<file path="config.mk">
export PLATFORM = sky130hd
export DESIGN_NAME = diff_scan_unit
export DESIGN_NICKNAME = d
export VERILOG_FILES = /design/src/rtl/diff_scan_pkg.sv /design/src/rtl/diff_chunk_enc.sv /design/src/rtl/diff_scan_unit.sv
export SDC_FILE = /design/constraint.sdc
export NUM_CORES = 1
export LEC_CHECK = 0
export ABC_CLOCK_PERIOD_IN_PS = 3500
export CORE_MARGIN = 2
export CORE_UTILIZATION = 45
export CTS_CLUSTER_SIZE = 30
export DETAILED_ROUTE_END_ITERATION = 10
export HOLD_SLACK_MARGIN = 0.05
export PLACE_DENSITY = 0.76
export SLEW_MARGIN = 15
export SYNTH_ARGS = -nofsm -noshare
export SYNTH_HDL_FRONTEND = slang
export SYNTH_SLANG_ARGS = --single-unit
</file>
<file path="constraint.sdc">
create_clock -name clk -period 3.5 [get_ports clk]
set_input_delay 0.7 -clock clk [delete_from_list [all_inputs] [get_ports clk]]
set_output_delay 0.7 -clock clk [all_outputs]
set_load 0.05 [all_outputs]
</file>
<file path="src/rtl/diff_scan_pkg.sv">
// diff_scan_pkg
// Shared types and constants for the differing-bit scan unit.
//   state_t        : scan controller states (IDLE, SCAN, DONE)
//   DIFF_LSB_FIRST : mode value selecting the lowest differing bit
//   DIFF_MSB_FIRST : mode value selecting the highest differing bit
package diff_scan_pkg;

  typedef enum logic [1:0] {
    IDLE,
    SCAN,
    DONE
  } state_t;

  localparam logic DIFF_LSB_FIRST = 1'b0;
  localparam logic DIFF_MSB_FIRST = 1'b1;

endpackage

</file>
<file path="src/rtl/diff_chunk_enc.sv">
// diff_chunk_enc
// Combinational CHUNK-bit priority encoder with selectable direction.
// Ports:
//   bits : chunk of the latched a^b vector
//   dir  : DIFF_LSB_FIRST picks the lowest set bit, DIFF_MSB_FIRST the highest
//   hit  : at least one bit of the chunk is set
//   idx  : bit position of the selected set bit inside the chunk
module diff_chunk_enc #(
  parameter int CHUNK  = 8,
  parameter int LIDX_W = (CHUNK > 1) ? $clog2(CHUNK) : 1
) (
  input  logic [CHUNK-1:0]  bits,
  input  logic              dir,
  output logic              hit,
  output logic [LIDX_W-1:0] idx
);
  import diff_scan_pkg::*;

  // The last matching assignment in each loop wins, so the loop order
  // decides which end of the chunk has priority.
  always_comb begin
    hit = |bits;
    idx = '0;
    if (dir == DIFF_LSB_FIRST) begin
      for (int i = CHUNK - 1; i >= 0; i--) begin
        if (bits[i]) idx = LIDX_W'(i);
      end
    end else begin
      for (int i = 0; i < CHUNK; i++) begin
        if (bits[i]) idx = LIDX_W'(i);
      end
    end
  end

endmodule

</file>
<file path="src/rtl/diff_scan_unit.sv">
// diff_scan_unit
// Multi-cycle differing-bit locator: finds the first bit where a and b
// differ, examining CHUNK bits per cycle, LSB-first or MSB-first.
// Ports:
//   clk, rst            : clock (rising edge), asynchronous active-high reset
//   in_valid, in_ready  : request handshake (in_ready only while idle)
//   a, b, mode          : operands and scan direction, sampled at accept
//   out_valid, out_ready: result handshake, result held until accepted
//   diff_idx            : differing-bit index, WIDTH when a == b
//   no_diff             : set when a == b
//   diff_cnt            : Hamming distance of a and b (DIFF_SCAN_POPCNT_EN only)
// Build option:
//   DIFF_SCAN_POPCNT_EN : adds diff_cnt, scans every chunk (no early exit)
module diff_scan_unit #(
  parameter int WIDTH = 32,
  parameter int CHUNK = 8,
  parameter int IDX_W = $clog2(WIDTH + 1)
) (
  input  logic             clk,
  input  logic             rst,
  input  logic             in_valid,
  output logic             in_ready,
  input  logic [WIDTH-1:0] a,
  input  logic [WIDTH-1:0] b,
  input  logic             mode,
  output logic             out_valid,
  input  logic             out_ready,
  output logic [IDX_W-1:0] diff_idx,
  output logic             no_diff
`ifdef DIFF_SCAN_POPCNT_EN
  ,
  output logic [IDX_W-1:0] diff_cnt
`endif
);
  import diff_scan_pkg::*;

  localparam int NCHUNK = WIDTH / CHUNK;
  localparam int CNT_W  = (NCHUNK > 1) ? $clog2(NCHUNK) : 1;
  localparam int LIDX_W = (CHUNK > 1) ? $clog2(CHUNK) : 1;
  localparam logic [CNT_W-1:0] LAST_CHUNK = CNT_W'(NCHUNK - 1);

  state_t             state;
  logic [WIDTH-1:0]   x_q;
  logic               mode_q;
  logic [CNT_W-1:0]   cnt;
  logic [IDX_W-1:0]   chunk_base;
  logic [CHUNK-1:0]   chunk_bits;
  logic               hit;
  logic [LIDX_W-1:0]  local_idx;
  logic [IDX_W-1:0]   abs_idx;
`ifdef DIFF_SCAN_POPCNT_EN
  logic               found;
  logic [IDX_W-1:0]   chunk_pop;
`endif

  assign in_ready = (state == IDLE);

  // Chunk k sits at bit offset k*CHUNK from the LSB end, or counts down
  // from the MSB end in MSB-first mode; the offset doubles as the base of
  // the absolute index since the encoder reports physical bit positions.
  always_comb begin
    chunk_base = '0;
    if (mode_q == DIFF_MSB_FIRST) begin
      chunk_base = IDX_W'(WIDTH - (int'(cnt) + 1) * CHUNK);
    end else begin
      chunk_base = IDX_W'(int'(cnt) * CHUNK);
    end
    chunk_bits = CHUNK'(x_q >> chunk_base);
    abs_idx    = chunk_base + IDX_W'(local_idx);
  end

`ifdef DIFF_SCAN_POPCNT_EN
  assign chunk_pop = IDX_W'($countones(chunk_bits));
`endif

  diff_chunk_enc #(
    .CHUNK  (CHUNK),
    .LIDX_W (LIDX_W)
  ) u_enc (
    .bits (chunk_bits),
    .dir  (mode_q),
    .hit  (hit),
    .idx  (local_idx)
  );

  // Controller: accept, scan one chunk per cycle, hold the result until
  // the consumer takes it. The counter stops at the last chunk.
  always_ff @(posedge clk or posedge rst) begin
    if (rst) begin
      state     <= IDLE;
      out_valid <= 1'b0;
      diff_idx  <= '0;
      no_diff   <= 1'b0;
      cnt       <= '0;
      x_q       <= '0;
      mode_q    <= 1'b0;
`ifdef DIFF_SCAN_POPCNT_EN
      found     <= 1'b0;
      diff_cnt  <= '0;
`endif
    end else begin
      case (state)
        IDLE: begin
          if (in_valid) begin
            x_q    <= a ^ b;
            mode_q <= mode;
            cnt    <= '0;
            state  <= SCAN;
`ifdef DIFF_SCAN_POPCNT_EN
            found    <= 1'b0;
            diff_cnt <= '0;
`endif
          end
        end
        SCAN: begin
`ifdef DIFF_SCAN_POPCNT_EN
          // Every chunk is visited; the first hit in scan order is kept.
          diff_cnt <= diff_cnt + chunk_pop;
          if (hit && !found) begin
            diff_idx <= abs_idx;
            no_diff  <= 1'b0;
            found    <= 1'b1;
          end
          if (cnt == LAST_CHUNK) begin
            state     <= DONE;
            out_valid <= 1'b1;
            if (!found && !hit) begin
              diff_idx <= IDX_W'(WIDTH);
              no_diff  <= 1'b1;
            end
          end else begin
            cnt <= cnt + 1'b1;
          end
`else
          if (hit) begin
            diff_idx  <= abs_idx;
            no_diff   <= 1'b0;
            state     <= DONE;
            out_valid <= 1'b1;
          end else if (cnt == LAST_CHUNK) begin
            diff_idx  <= IDX_W'(WIDTH);
            no_diff   <= 1'b1;
            state     <= DONE;
            out_valid <= 1'b1;
          end else begin
            cnt <= cnt + 1'b1;
          end
`endif
        end
        DONE: begin
          if (out_ready) begin
            state     <= IDLE;
            out_valid <= 1'b0;
          end
        end
        default: begin
          state     <= IDLE;
          out_valid <= 1'b0;
        end
      endcase
    end
  end

endmodule

</file>
=== Word-level counts from Yosys, hierarchy flattened ===
Index checks and enable logic that the tools add are counted.

* Add/subtract/negate cells: 4
* Equality and inequality tests: 8
* Shift operators: 1
* Muxes and demuxes: 33
* Bitwise operators: 2
* Reductions and logical operators: 9

{| class="wikitable"
|+ Operator list
! kind !! count
|-
| 3-bit 2-to-1 mux || 13
|-
| 32-bit by 6-bit >> shifter with 8-bit output || 1
|-
| 32-bit XOR || 1
|-
| 2-bit 2-to-1 mux || 9
|-
| 6-bit 2-to-1 mux || 3
|-
| 2-bit inequality test, second input constant || 4
|-
| 8-bit OR reduction || 1
|-
| 6-bit by 3-bit adder with 6-bit output || 1
|-
| 2-bit one-hot mux with 3 select lines || 1
|-
| 3-bit AND reduction || 2
|-
| 6-bit subtractor, first input constant || 1
|-
| 1-bit 2-to-1 mux || 5
|-
| 2-bit equality test, second input constant || 2
|-
| 2-bit one-hot mux with 2 select lines || 1
|-
| 2-bit AND reduction || 2
|-
| 4-bit AND reduction || 1
|-
| 2-bit nonzero test || 2
|-
| 2-bit by 1-bit adder with 3-bit output, second input constant || 1
|-
| 3-bit inequality test, second input constant || 1
|-
| 1-bit one-hot mux with 3 select lines || 1
|-
| 2-bit by 1-bit adder with 2-bit output, second input constant || 1
|-
| 2-bit by 1-bit equality test with 1-bit output, second input constant || 1
|-
| 2-bit zero test || 1
|-
| 1-bit inverter || 1
|}

* Register bits after elaboration: 45
* Input bits: 69
* Output and inout bits: 9
* Logic and storage cells: 64

=== Logic depth before layout (Yosys ltp) ===
* Word-level depth: 15
* Mapped depth: 11
* Mapped depth without buffers: 8

=== Cells and area by module ===
From an unflattened synthesis, not the netlist that was laid out.

* Cell total of the unflattened synthesis: 215
* Area total of the unflattened synthesis: 2341.0 µm²

{| class="wikitable"
|+ By module, submodules not included
! module !! times used !! cells each !! area an instance (µm²) !! seq. area each (µm²)
|-
| diff_scan_unit || 1 || 193 || 2210.9 || 1126.1
|-
| diff_chunk_enc || 1 || 22 || 130.1 || 0.0
|}

=== Least setup slack after synthesis ===
No wires, ideal clock.

* Kind: reg-to-reg
* From: register cnt[0]
* To: register cnt[1]
* Library setup time: 0.104 ns
* Data arrival time: 2.798 ns
* Required time: 3.396 ns
* Slack: 0.598 ns
* Stages on the path, launching flop included: 12
* Buffers on the path: 3
* Clock period less this slack: 2.902 ns
* Path through: dfrtp_1 ha_1 buf_2 buf_2 nor3b_1 o21ai_0 o2111ai_1 a21bo_1 or4b_1 buf_2 or2_0 o311ai_1

* Word-level cells in the longest chain between the ends: 7
* Elaborated cells on any way between the ends: 13
* Those cells by class: 3 x add/sub; 3 x eq/ne; 1 x shift; 4 x mux; 2 x reduce/logical

{| class="wikitable"
|+ Ends and longest elaborated chain
! item !! line !! text
|-
| start, declared || diff_scan_unit.sv:45 || <nowiki>logic [CNT_W-1:0] cnt;</nowiki>
|-
| start signal, assigned || diff_scan_unit.sv:146 || <nowiki>cnt <= cnt + 1'b1;</nowiki>
|-
| 2-bit by 1-bit adder with 3-bit output || diff_scan_unit.sv:64 || <nowiki>chunk_base = IDX_W'(WIDTH - (int'(cnt) + 1) * CHUNK);</nowiki>
|-
| 6-bit subtractor || diff_scan_unit.sv:64 ||
|-
| 6-bit 2-to-1 mux || diff_scan_unit.sv:63 || <nowiki>if (mode_q == DIFF_MSB_FIRST) begin</nowiki>
|-
| 32-bit by 6-bit >> shifter with 8-bit output || diff_scan_unit.sv:68 || <nowiki>chunk_bits = CHUNK'(x_q >> chunk_base);</nowiki>
|-
| 8-bit OR reduction || diff_chunk_enc.sv:22 || <nowiki>hit = |bits;</nowiki>
|-
| 2-bit inequality test (no source line) || - ||
|-
| 4-bit AND reduction (no source line) || - ||
|}

Parallel ways exist; a longest one is shown, timed or not. The select of a mux whose other input is x is not followed.
A chain may end at the register's enable or synchronous reset.

=== Worst setup path after layout ===
* From: register cnt[1]
* To: register cnt[1]

The elaborated chain is that of the path after synthesis.

==> impl_metrics.json <==
{
  "yosysMostFrequentCell": "nand2_1",
  "critPathMaxFanout": 7,
  "gp_congestion": 0.899,
  "tritoncts": "built",
  "irDropWorstVdd_v": 0.000431,
  "overflow": 0,
  "ios": 78,
  "cts_resized": 0,
  "path_clk_slew_ps": 80,
  "p_int_mw": 1.47,
  "drive_gt1_share_pct": 5.31,
  "final_net_count": 447,
  "clkPwrFrac_pct": 12.1,
  "cp_slowest_cell": "or4b_1",
  "crit_buf_inv": 0,
  "synthTopCellsByArea": "dfrtp_1, xnor2_1, o21ai_0",
  "dieArea_um2": 6840,
  "fin_worst_skew_ps": 5.01,
  "drv_slew": 0,
  "diodes": 0,
  "status": "complete, no violations",
  "critPathKind": "reg2reg",
  "setup.worst_path.start_class": "flop",
  "rr_startpoint": "cnt[1]",
  "reg2regPathDepth": 8,
  "fmaxAchievable_mhz": 313,
  "min_period_ps": 3190,
  "cts_max_path_buffers": 2,
  "row_count": 28,
  "critPathCaptureType": "flop",
  "switching_share_pct": 43.2,
  "r2r_slack_ps": 310,
  "synthDominantCellAreaShare_pct": 40.4,
  "syn_inst": 305,
  "synth_cell_type_count": 63,
  "cts_max_level": 2,
  "holdPathStages": 2,
  "first_iter_violations": 187,
  "synth-warning-count": 0,
  "hold_end": "x_q[21]",
  "io_buffers": 77,
  "cp_data_arrival_time_ps": 3400,
  "p_switching_mw": 1.12,
  "antenna_left": 0,
  "fin_crit_sh_pct": 91.2,
  "die_h_um": 82.7,
  "initial_utilization_pct": 46.8,
  "min_from": "x_q[21]",
  "syn_to_final_growth_pct": 32.0,
  "p_comb_share_pct": 51.0,
  "critPathRequiredTime_ps": 3710,
  "synth_edf_count": 0,
  "post-route-util_pct": 61.8,
  "post-cts-setup-buffer-count": 0,
  "hold_path.class": "reg2reg",
  "avgRoutedWirePerCell_um": 14.0,
  "routed_via_density": 5.38,
  "core_area_um2": 5960,
  "num_vias": 2430,
  "max_slew_margin_pct": 41.6,
  "yosysTopAreaCell": "dfrtp_1",
  "cts_root_buf": "clkbuf_8",
  "grtUsageTotal_pct": 20.9,
  "die_x_um": 82.7,
  "antenna_found_initial": 0,
  "dr.pass1.iters": 4,
  "hpwl_mm": 4.92,
  "drcViolationCount": 0,
  "crit_family": "simple AND/OR/NAND/NOR gates",
  "synth_ff_type": "dfrtp_1",
  "grt_max_degree": 62,
  "power_density_nw_per_um2": 705,
  "cap_viol_max_count": 0,
  "finalHoldViolCount": 0,
  "worstSkewPairLatency_ps": 300,
  "crit_path_max_incr_delay_ps": 650,
  "syn_nets": 376,
  "routed_wl_mm": 6.33,
  "tns_ps": 0,
  "path_cells": "ha_1, and2b_1, mux2i_2, o2111ai_1, a21bo_1, or4b_1, or2_0, o311ai_1",
  "syn_area_um2": 2790,
  "synthArstFlopShare_pct": 100,
  "setup_viol": 0,
  "holdBufCountCts": 0,
  "p_leak_nw": 1.48,
  "first_global_vias": 2400,
  "grt_pass1_wl_mm": 11.1,
  "worstMarginPinSlew_ps": 871,
  "yosysSeqAreaShare_pct": 40.4,
  "avgSynthCellArea_um2": 9.14,
  "numCtsBuffers": 5,
  "synth_common_cells": "nand2_1, dfrtp_1, o21ai_0, xnor2_1",
  "seq_power_share_pct": 36.9,
  "r2r_end": "cnt[1]",
  "ys_seq_elements": 45,
  "rsz0062_at_grt": "false",
  "clock_sinks": 45
}
## cell type report
type / instances / area [µm²]
Multi-Input combinational cell: 232 / 1520
Sequential cell: 45 / 1130
Fill cell: 563 / 2280
Tap cell: 75 / 93.8
Inverter: 7 / 26.3
Clock buffer: 8 / 80.1
Timing Repair Buffer: 85 / 831
## worst register-to-register path: stages, from the launching register on
cell and delay [ps]:
dfrtp_1 400, ha_1 340, and2b_1 270, mux2i_2 150, o2111ai_1 470, a21bo_1 260, or4b_1 650, or2_0 270
o311ai_1 260
## state kept, by name (all words and copies together), names as in the netlist
name and flops:
mode_q 1, state 2, diff_idx 6, x_q 32, cnt 2, no_diff 1, out_valid 1
## how the worst max path moves through the flow
stage | startpoint | end | slack (ps) | depth (start not counted)
6_report | cnt[1] | cnt[1] | 310 | 8
5_1_grt | cnt[0] | cnt[1] | 70 | 8
4_1_cts | cnt[1] | cnt[1] | 290 | 8
3_5_place_dp | cnt[0] | cnt[1] | 290 | 8
3_3_place_gp | cnt[0] | cnt[1] | 490 | 8
2_1_floorplan | cnt[0] | cnt[1] | 600 | 11
## stage by stage
step | cells | hold slack (ps) | worst slack [ps] | power, mW | cell area [µm²]
after floorplan | 305 | 444 | 598 | 1.88 | 2790
after global placement | 444 | 473 | 486 | 2.26 | 3600
after detailed placement | 444 | 482 | 295 | 2.29 | 3600
after CTS | 452 | 502 | 286 | 2.61 | 3680
after global routing | 452 | 518 | 68.5 | 2.83 | 3680
final | 452 | 499 | 310 | 2.59 | 3680
## cells in the final DEF, fill, tap and decap left out, drive strengths merged, types with 4 or more instances in the layout
master         Yosys  final
a21oi              6      6
buf               13      8
clkbuf             8      8
clkdlybuf4s50      0     77
dfrtp             45     45
inv                7      6
mux2i              7      7
nand2             47     47
nor2               9      9
nor2b              4      4
nor3               4      4
nor3b              6      6
nor4               4      4
nor4bb             4      4
o21ai             45     45
o221a              4      4
xnor2             30     30
xor2               5      5
## kinds of logic after synthesis
group,share of synthesized area [%]
flops,40.4
simple gates,18.5
buf+inv,4.98
mux,3.46
fa+ha+maj,0.898
compound gates,20.7
xor+xnor,11.0
## per-layer routing
metal  wire [µm]  up-vias  GRT usage [%]
met4         189        0           8.03
li1            -     1229              -
met5           0        -              0
met3         300       20           4.02
met1        2730     1117           26.1
met2        3110       64           35.7
## power by group through the flow
| stage | registers, mW | logic (mW) | clock network [mW] |
|---|---|---|---|
| 6_report | 0.958 | 1.32 | 0.314 |
| 3_3_place_gp | 0.962 | 1.29 | 0 |
| 4_1_cts | 0.959 | 1.33 | 0.317 |
| 5_1_grt | 0.996 | 1.49 | 0.340 |
| 2_1_floorplan | 1.01 | 0.875 | 0 |
| 3_5_place_dp | 0.965 | 1.32 | 0 |
(Power assumes the default switching activity.)
